## src/rtl/snax_tcdm_align_pkg.sv

```systemverilog
// Shared types and sizing helpers for the SNAX TCDM narrow-to-wide read aligner.
package snax_tcdm_align_pkg;

    localparam int unsigned DefDataWidth      = 64;
    localparam int unsigned DefWordWidth      = 32;
    localparam int unsigned DefMaxOutstanding = 8;

    // Lane index width; a single-lane configuration still keeps one bit.
    function automatic int unsigned lane_bits(input int unsigned data_w,
                                              input int unsigned word_w);
        int unsigned ratio;
        ratio = data_w / word_w;
        return (ratio > 1) ? $clog2(ratio) : 1;
    endfunction

    function automatic int unsigned cnt_bits(input int unsigned max_out);
        return $clog2(max_out + 1);
    endfunction

    localparam int unsigned LaneWidth = lane_bits(DefDataWidth, DefWordWidth);

    typedef struct packed {
        logic                 write;
        logic [LaneWidth-1:0] lane;
    } tracker_entry_t;

endpackage

```

## src/rtl/fifo_v3.sv

```systemverilog
// Synchronous FIFO with the common_cells fifo_v3 interface (no fall-through), used as an
// in-order request tracker.
module fifo_v3 #(
    parameter int unsigned DATA_WIDTH = 32,
    parameter int unsigned DEPTH      = 8,
    parameter type         dtype      = logic [DATA_WIDTH-1:0],
    parameter int unsigned ADDR_DEPTH = (DEPTH > 1) ? $clog2(DEPTH) : 1
) (
    input  logic                  clk_i,
    input  logic                  rst_ni,
    input  logic                  flush_i,
    output logic                  full_o,
    output logic                  empty_o,
    output logic [ADDR_DEPTH-1:0] usage_o,
    input  dtype                  data_i,
    input  logic                  push_i,
    output dtype                  data_o,
    input  logic                  pop_i
);

    logic [ADDR_DEPTH-1:0] rd_ptr_q, rd_ptr_d, wr_ptr_q, wr_ptr_d;
    logic [ADDR_DEPTH:0]   cnt_q, cnt_d;
    logic                  push_ok, pop_ok;
    dtype                  mem_q [DEPTH];

    assign full_o  = (cnt_q == (ADDR_DEPTH+1)'(DEPTH));
    assign empty_o = (cnt_q == '0);
    assign usage_o = cnt_q[ADDR_DEPTH-1:0];
    assign data_o  = mem_q[rd_ptr_q];
    assign push_ok = push_i & ~full_o;
    // Pop qualifies on registered empty, so a same-cycle push is never visible.
    assign pop_ok  = pop_i & ~empty_o;

    always_comb begin
        rd_ptr_d = rd_ptr_q;
        wr_ptr_d = wr_ptr_q;
        cnt_d    = cnt_q;
        if (flush_i) begin
            rd_ptr_d = '0;
            wr_ptr_d = '0;
            cnt_d    = '0;
        end else begin
            if (push_ok) begin
                wr_ptr_d = (wr_ptr_q == ADDR_DEPTH'(DEPTH - 1)) ? '0
                                                                : wr_ptr_q + ADDR_DEPTH'(1);
            end
            if (pop_ok) begin
                rd_ptr_d = (rd_ptr_q == ADDR_DEPTH'(DEPTH - 1)) ? '0
                                                                : rd_ptr_q + ADDR_DEPTH'(1);
            end
            cnt_d = cnt_q + (ADDR_DEPTH+1)'(push_ok) - (ADDR_DEPTH+1)'(pop_ok);
        end
    end

    always_ff @(posedge clk_i or negedge rst_ni) begin
        if (!rst_ni) begin
            rd_ptr_q <= '0;
            wr_ptr_q <= '0;
            cnt_q    <= '0;
        end else begin
            rd_ptr_q <= rd_ptr_d;
            wr_ptr_q <= wr_ptr_d;
            cnt_q    <= cnt_d;
        end
    end

    always_ff @(posedge clk_i) begin
        if (push_ok && !flush_i) begin
            mem_q[wr_ptr_q] <= data_i;
        end
    end

endmodule

```

## src/rtl/snax_tcdm_read_aligner.sv

```systemverilog
// Narrow (word) to wide (TCDM) request aligner with in-order read lane selection.
// Define SNAX_TCDM_ALIGNER_ERR_EN to add the sticky err_o flag for spurious responses.
module snax_tcdm_read_aligner
    import snax_tcdm_align_pkg::*;
#(
    parameter int unsigned AddrWidth      = 48,
    parameter int unsigned DataWidth      = DefDataWidth,
    parameter int unsigned WordWidth      = DefWordWidth,
    parameter int unsigned MaxOutstanding = DefMaxOutstanding
) (
    input  logic                                  clk_i,
    input  logic                                  rst_i,
    input  logic                                  in_q_valid_i,
    output logic                                  in_q_ready_o,
    input  logic [AddrWidth-1:0]                  in_q_addr_i,
    input  logic                                  in_q_write_i,
    input  logic [WordWidth-1:0]                  in_q_data_i,
    input  logic [WordWidth/8-1:0]                in_q_strb_i,
    output logic                                  in_p_valid_o,
    output logic [WordWidth-1:0]                  in_p_data_o,
    output logic                                  out_q_valid_o,
    input  logic                                  out_q_ready_i,
    output logic [AddrWidth-1:0]                  out_q_addr_o,
    output logic                                  out_q_write_o,
    output logic [DataWidth-1:0]                  out_q_data_o,
    output logic [DataWidth/8-1:0]                out_q_strb_o,
    input  logic                                  out_p_valid_i,
    input  logic [DataWidth-1:0]                  out_p_data_i,
    output logic [cnt_bits(MaxOutstanding)-1:0]   outstanding_o
`ifdef SNAX_TCDM_ALIGNER_ERR_EN
    ,
    output logic                                  err_o
`endif
);

    localparam int unsigned Ratio   = DataWidth / WordWidth;
    localparam int unsigned StrbW   = WordWidth / 8;
    localparam int unsigned OffBits = $clog2(DataWidth / 8);
    localparam int unsigned WordOff = $clog2(WordWidth / 8);
    localparam int unsigned CntW    = cnt_bits(MaxOutstanding);
    localparam int unsigned UsageW  = $clog2(MaxOutstanding);

    logic [LaneWidth-1:0] lane;
    tracker_entry_t       push_entry, head;
    logic                 full, empty, push, pop, rst_n;
    logic [UsageW-1:0]    usage;
    logic [WordWidth-1:0] sel_word;
    logic                 rsp_valid_q;
    logic [WordWidth-1:0] rsp_data_q;

    if (Ratio > 1) begin : g_lane
        assign lane = LaneWidth'(in_q_addr_i[OffBits-1:WordOff]);
    end else begin : g_no_lane
        assign lane = '0;
    end

    // Full is registered occupancy, so a same-cycle pop does not reopen the request path.
    assign out_q_valid_o = in_q_valid_i & ~full;
    assign in_q_ready_o  = out_q_ready_i & ~full;
    assign out_q_addr_o  = in_q_addr_i & ~AddrWidth'((64'd1 << OffBits) - 64'd1);
    assign out_q_write_o = in_q_write_i;
    assign out_q_data_o  = {Ratio{in_q_data_i}};

    always_comb begin
        out_q_strb_o = '0;
        for (int unsigned i = 0; i < Ratio; i++) begin
            if (lane == LaneWidth'(i)) begin
                out_q_strb_o[i*StrbW +: StrbW] = in_q_strb_i;
            end
        end
    end

    assign push             = out_q_valid_o & out_q_ready_i;
    assign pop              = out_p_valid_i & ~empty;
    assign push_entry.write = in_q_write_i;
    assign push_entry.lane  = lane;
    assign rst_n            = ~rst_i;

    fifo_v3 #(
        .DATA_WIDTH ($bits(tracker_entry_t)),
        .DEPTH      (MaxOutstanding),
        .dtype      (tracker_entry_t)
    ) i_tracker (
        .clk_i   (clk_i),
        .rst_ni  (rst_n),
        .flush_i (1'b0),
        .full_o  (full),
        .empty_o (empty),
        .usage_o (usage),
        .data_i  (push_entry),
        .push_i  (push),
        .data_o  (head),
        .pop_i   (pop)
    );

    // The tracker's usage wraps to zero when full, hence the explicit full case.
    assign outstanding_o = full ? CntW'(MaxOutstanding) : CntW'(usage);

    always_comb begin
        sel_word = '0;
        for (int unsigned i = 0; i < Ratio; i++) begin
            if (head.lane == LaneWidth'(i)) begin
                sel_word = out_p_data_i[i*WordWidth +: WordWidth];
            end
        end
    end

    always_ff @(posedge clk_i or posedge rst_i) begin
        if (rst_i) begin
            rsp_valid_q <= 1'b0;
            rsp_data_q  <= '0;
        end else begin
            rsp_valid_q <= pop & ~head.write;
            if (pop && !head.write) begin
                rsp_data_q <= sel_word;
            end
        end
    end

    assign in_p_valid_o = rsp_valid_q;
    assign in_p_data_o  = rsp_data_q;

`ifdef SNAX_TCDM_ALIGNER_ERR_EN
    logic err_q;

    always_ff @(posedge clk_i or posedge rst_i) begin
        if (rst_i) begin
            err_q <= 1'b0;
        end else if (out_p_valid_i && empty) begin
            err_q <= 1'b1;
        end
    end

    assign err_o = err_q;
`endif

endmodule

```

## config.mk

```make
export PLATFORM = sky130hd
export DESIGN_NAME = snax_tcdm_read_aligner
export DESIGN_NICKNAME = d
export VERILOG_FILES = /design/src/rtl/snax_tcdm_align_pkg.sv /design/src/rtl/fifo_v3.sv /design/src/rtl/snax_tcdm_read_aligner.sv
export SDC_FILE = /design/constraint.sdc
export NUM_CORES = 1
export LEC_CHECK = 0
export BUFFER_PORTS_ARGS = -buffer_cell sky130_fd_sc_hd__buf_2
export CAP_MARGIN = 20
export CORE_AREA = 2 2 121 123
export CTS_CLUSTER_DIAMETER = 100
export DETAILED_ROUTE_END_ITERATION = 10
export DIE_AREA = 0 0 123 125
export PLACE_DENSITY_LB_ADDON = 0.25
export SETUP_SLACK_MARGIN = 0.5
export SYNTH_ARGS = -nofsm -noshare
export SYNTH_HDL_FRONTEND = slang
export SYNTH_SLANG_ARGS = --single-unit
```

## constraint.sdc

```tcl
create_clock -name clk_i -period 3.6 [get_ports clk_i]
set_input_delay 0.54 -clock clk_i [delete_from_list [all_inputs] [get_ports clk_i]]
set_output_delay 0.54 -clock clk_i [all_outputs]
set_load 0.03 [all_outputs]
```

==> flow_summary.toml <==
[timing]
setup_ws_ns = 1.14
rsz0062_at_grt = "false"
final-max-slew-violation-count = 0
setup_tns_ns = 0
worst_pin_slew_ns = 0.908
fin_crit_sh_pct = 68.2
layout_min_cycle_time_ns = 2.46
hold_viol_final = 0
slew_headroom_pct = 39.4
finalSetupViolations = 0
clock.fmax_ghz = 0.407
skew_ns = 0.00911

[job]
cap_violations = 0

[drt]
vias = 2048
drc = 0
ant_nets = 0
vias_per_cell = 3.93
routed_wl_um = 6170
initialDrtViolationCount = 73
wl_per_cell_um = 11.8
first_pass_iters = 4

[setup_path]
crit_required_ns = 3.80
critical-path-slowest-cell = "mux4_2"
criticalPathCategory = "reg -> reg"
rr_worst_depth = 5
critical_path.max_stage_delay_ns = 0.59
crit_arrival_ns = 2.66
cp_common_cell = "mux2_2"
reg2reg_slack_ns = 1.14
cp_max_fo = 32
r2r_start = "i_tracker.rd_ptr_q[0]$_DFFE_PP0P_"
setup.worst_path.end_class = "register"
reg2reg_to = "in_p_data_o[22]$_DFFE_PP0P_"
critPathLaunchType = "register"
crit_chain = "mux4_2, mux2i_4, buf_4, mux2_2, mux2_2"

[cts]
insertion_delay_ns = 0.32
clkSinkCount = 59
path_clk_slew_ns = 0.06
cts_setup_buffers = 0
cts.repair.resized = 0
htree_num_levels = 3
cts_made_buffers = 9
hold_buffers = 0
cts_tree = "yes"
cts-root-buf = "clkbuf_16"
cts_buffer_depth = 2

[die]
fp.dieH_um = 125
core_area_um2 = 14200
start_util_pct = 26.7
die_w_um = 123
dieArea_um2 = 15400
num_rows = 44
io_pins = 314

[yosys]
synth.avg_cell_area_um2 = 12.0
syn-cell-area_um2 = 3790
yosys_warnings = 0
ys_seq_area_share_pct = 41.1
synth_edf_count = 16
synth_cell_types = 29
postSynth.asyncResetShare_pct = 72.9
synth_seq_cells = 59
netlist_instances = 317
ys.flop_type = "dfrtp_1"

[grt]
grt_pass1_vias = 2104
antenna_found_initial = 0
grt_pass1_wl_um = 9830
grt_busiest_layer = "met2"
grt_use_met1_pct = 8.40
gr-total-overflow = 0
grt_use_met2_pct = 13.6
grt_use_total_pct = 8.18
met3_usage_pct = 4.01
grt_max_degree = 44

[hold_path]
hp-class = "in -> async"

[power]
sw_frac_of_total_pct = 38.1
pwr-share-comb_pct = 47.4
p_leak_nw = 1.85
pwr_density_cell_nw_per_um2 = 959
seqPwrFrac_pct = 29.5
vdd_drop_max_uv = 397
p_int_mw = 2.41
switchingPower_mw = 1.48
p_clk_share_pct = 23.2

[placed_design]
dp.final_hpwl_um = 4580
place_ws_ns = 1.09
place_congestion = 0.631
portBuffers = 122

[cells_and_area]
antenna_cells = 0
regArea_um2 = 1560
final_nets = 497
multi_input_area_um2 = 1280
fillCellCount = 1487
drive_above_1_share_pct = 63.2
areaGrowthSynthToFinish_pct = 7.16
utilization_pct = 28.6

[run_status]
outcome = "complete, no violations"
power by group through the flow:
stage                     sequential [mW]  clock [mW]  combinational, mW
after global placement               1.16           0               1.86
after CTS                            1.16       0.931               1.89
after floorplan                      1.51           0               1.34
after global routing                 1.20       0.958               2.02
final                                1.15       0.902               1.85
after detailed placement             1.17           0               1.89
flip-flops by register name (all words and copies together) (netlist names):
register and count:
i_tracker.cnt_q 4, i_tracker.mem_q 16, i_tracker.rd_ptr_q 3, i_tracker.wr_ptr_q 3, in_p_data_o 32, in_p_valid_o 1
metrics by stage:
step	total power, mW	std cells	cell area, µm²	hold slack [ns]
finish	3.90	521	4060	0.418
global route	4.17	521	4060	0.502
CTS	3.98	521	4060	0.465
detailed placement	3.05	505	3740	0.483
global placement	3.02	505	3740	0.468
floorplan	2.85	319	3800	0.587
layer usage:
layer | wire [µm] | part of all wire, %
met5 | 0 | 0
met3 | 725 | 12
met1 | 2300 | 37
met2 | 3020 | 49
met4 | 129 | 2.1
cell usage in the layout (no fill, tap or decap), types with 2 or more instances in the layout:
cell,n
a21o_1,2
and2_1,6
buf_2,122
buf_4,3
bufinv_16,2
clkbuf_16,9
clkinvlp_4,2
conb_1,3
dfrtp_1,43
edfxtp_1,16
ha_1,10
inv_1,12
mux2_1,5
mux2_2,64
mux4_2,4
nand2_1,3
nand2b_1,2
nor2_1,5
nor2b_1,5
nor3_1,5
cell families after synthesis:
logic type / synth area share (%)
AND/OR/NAND/NOR: 4.36
flip-flops: 41.1
XOR/XNOR: 0.462
adder cells (fa/ha/maj): 3.83
buffers and inverters: 25.7
AO/OA/AOI/OAI: 1.25
multiplexers: 23.2
other: 0.0989
worst max-delay path by stage:
stage | cells after the start | to | from | slack, ns
3_3_place_gp | 5 | in_p_data_o[30]$_DFFE_PP0P_ | i_tracker.rd_ptr_q[0]$_DFFE_PP0P_ | 1.12
4_1_cts | 5 | in_p_data_o[30]$_DFFE_PP0P_ | i_tracker.rd_ptr_q[0]$_DFFE_PP0P_ | 1.08
3_5_place_dp | 5 | in_p_data_o[30]$_DFFE_PP0P_ | i_tracker.rd_ptr_q[0]$_DFFE_PP0P_ | 1.09
5_1_grt | 5 | in_p_data_o[22]$_DFFE_PP0P_ | i_tracker.rd_ptr_q[0]$_DFFE_PP0P_ | 0.99
6_report | 5 | in_p_data_o[22]$_DFFE_PP0P_ | i_tracker.rd_ptr_q[0]$_DFFE_PP0P_ | 1.14
2_1_floorplan | 11 | i_tracker.cnt_q[2]$_DFF_PP0_ | i_tracker.cnt_q[2]$_DFF_PP0_ | 1.08
Yosys cell counts (2+ instances only):
| cell type | number | area, µm² |
|---|---|---|
| buf_2 | 2 | 10.0 |
| dfrtp_1 | 43 | 1080 |
| nor2b_1 | 5 | 31.3 |
| buf_6 | 4 | 45.0 |
| mux2_2 | 64 | 721 |
| and2_1 | 6 | 37.5 |
| a21o_1 | 2 | 15.0 |
| nor3_1 | 5 | 25.0 |
| nand2_1 | 3 | 11.3 |
| edfxtp_1 | 16 | 480 |
| mux2_1 | 5 | 56.3 |
| ha_1 | 10 | 125 |
| mux4_2 | 4 | 90.1 |
| nor2_1 | 5 | 18.8 |
| clkbuf_1 | 2 | 7.51 |
| nand2b_1 | 2 | 12.5 |
| inv_1 | 13 | 48.8 |
| buf_4 | 115 | 863 |
critical path: cells and delay by family (launching register included):
family | cells | cell delay, ns
buffers and inverters | 1 | 0.39
DFF | 1 | 0.54
muxes | 4 | 1.38
area by class of cell:
| cell class | instances | area share, % |
|---|---|---|
| Multi-Input combinational cell | 124 | 31.4 |
| Timing Repair Buffer | 125 | 15.6 |
| Sequential cell | 59 | 38.3 |
| Clock inverter | 7 | 2.28 |
| Tap cell | 184 | 5.67 |
| Clock buffer | 9 | 5.54 |
| Inverter | 13 | 1.20 |
Power figures use the tool's default switching activity.
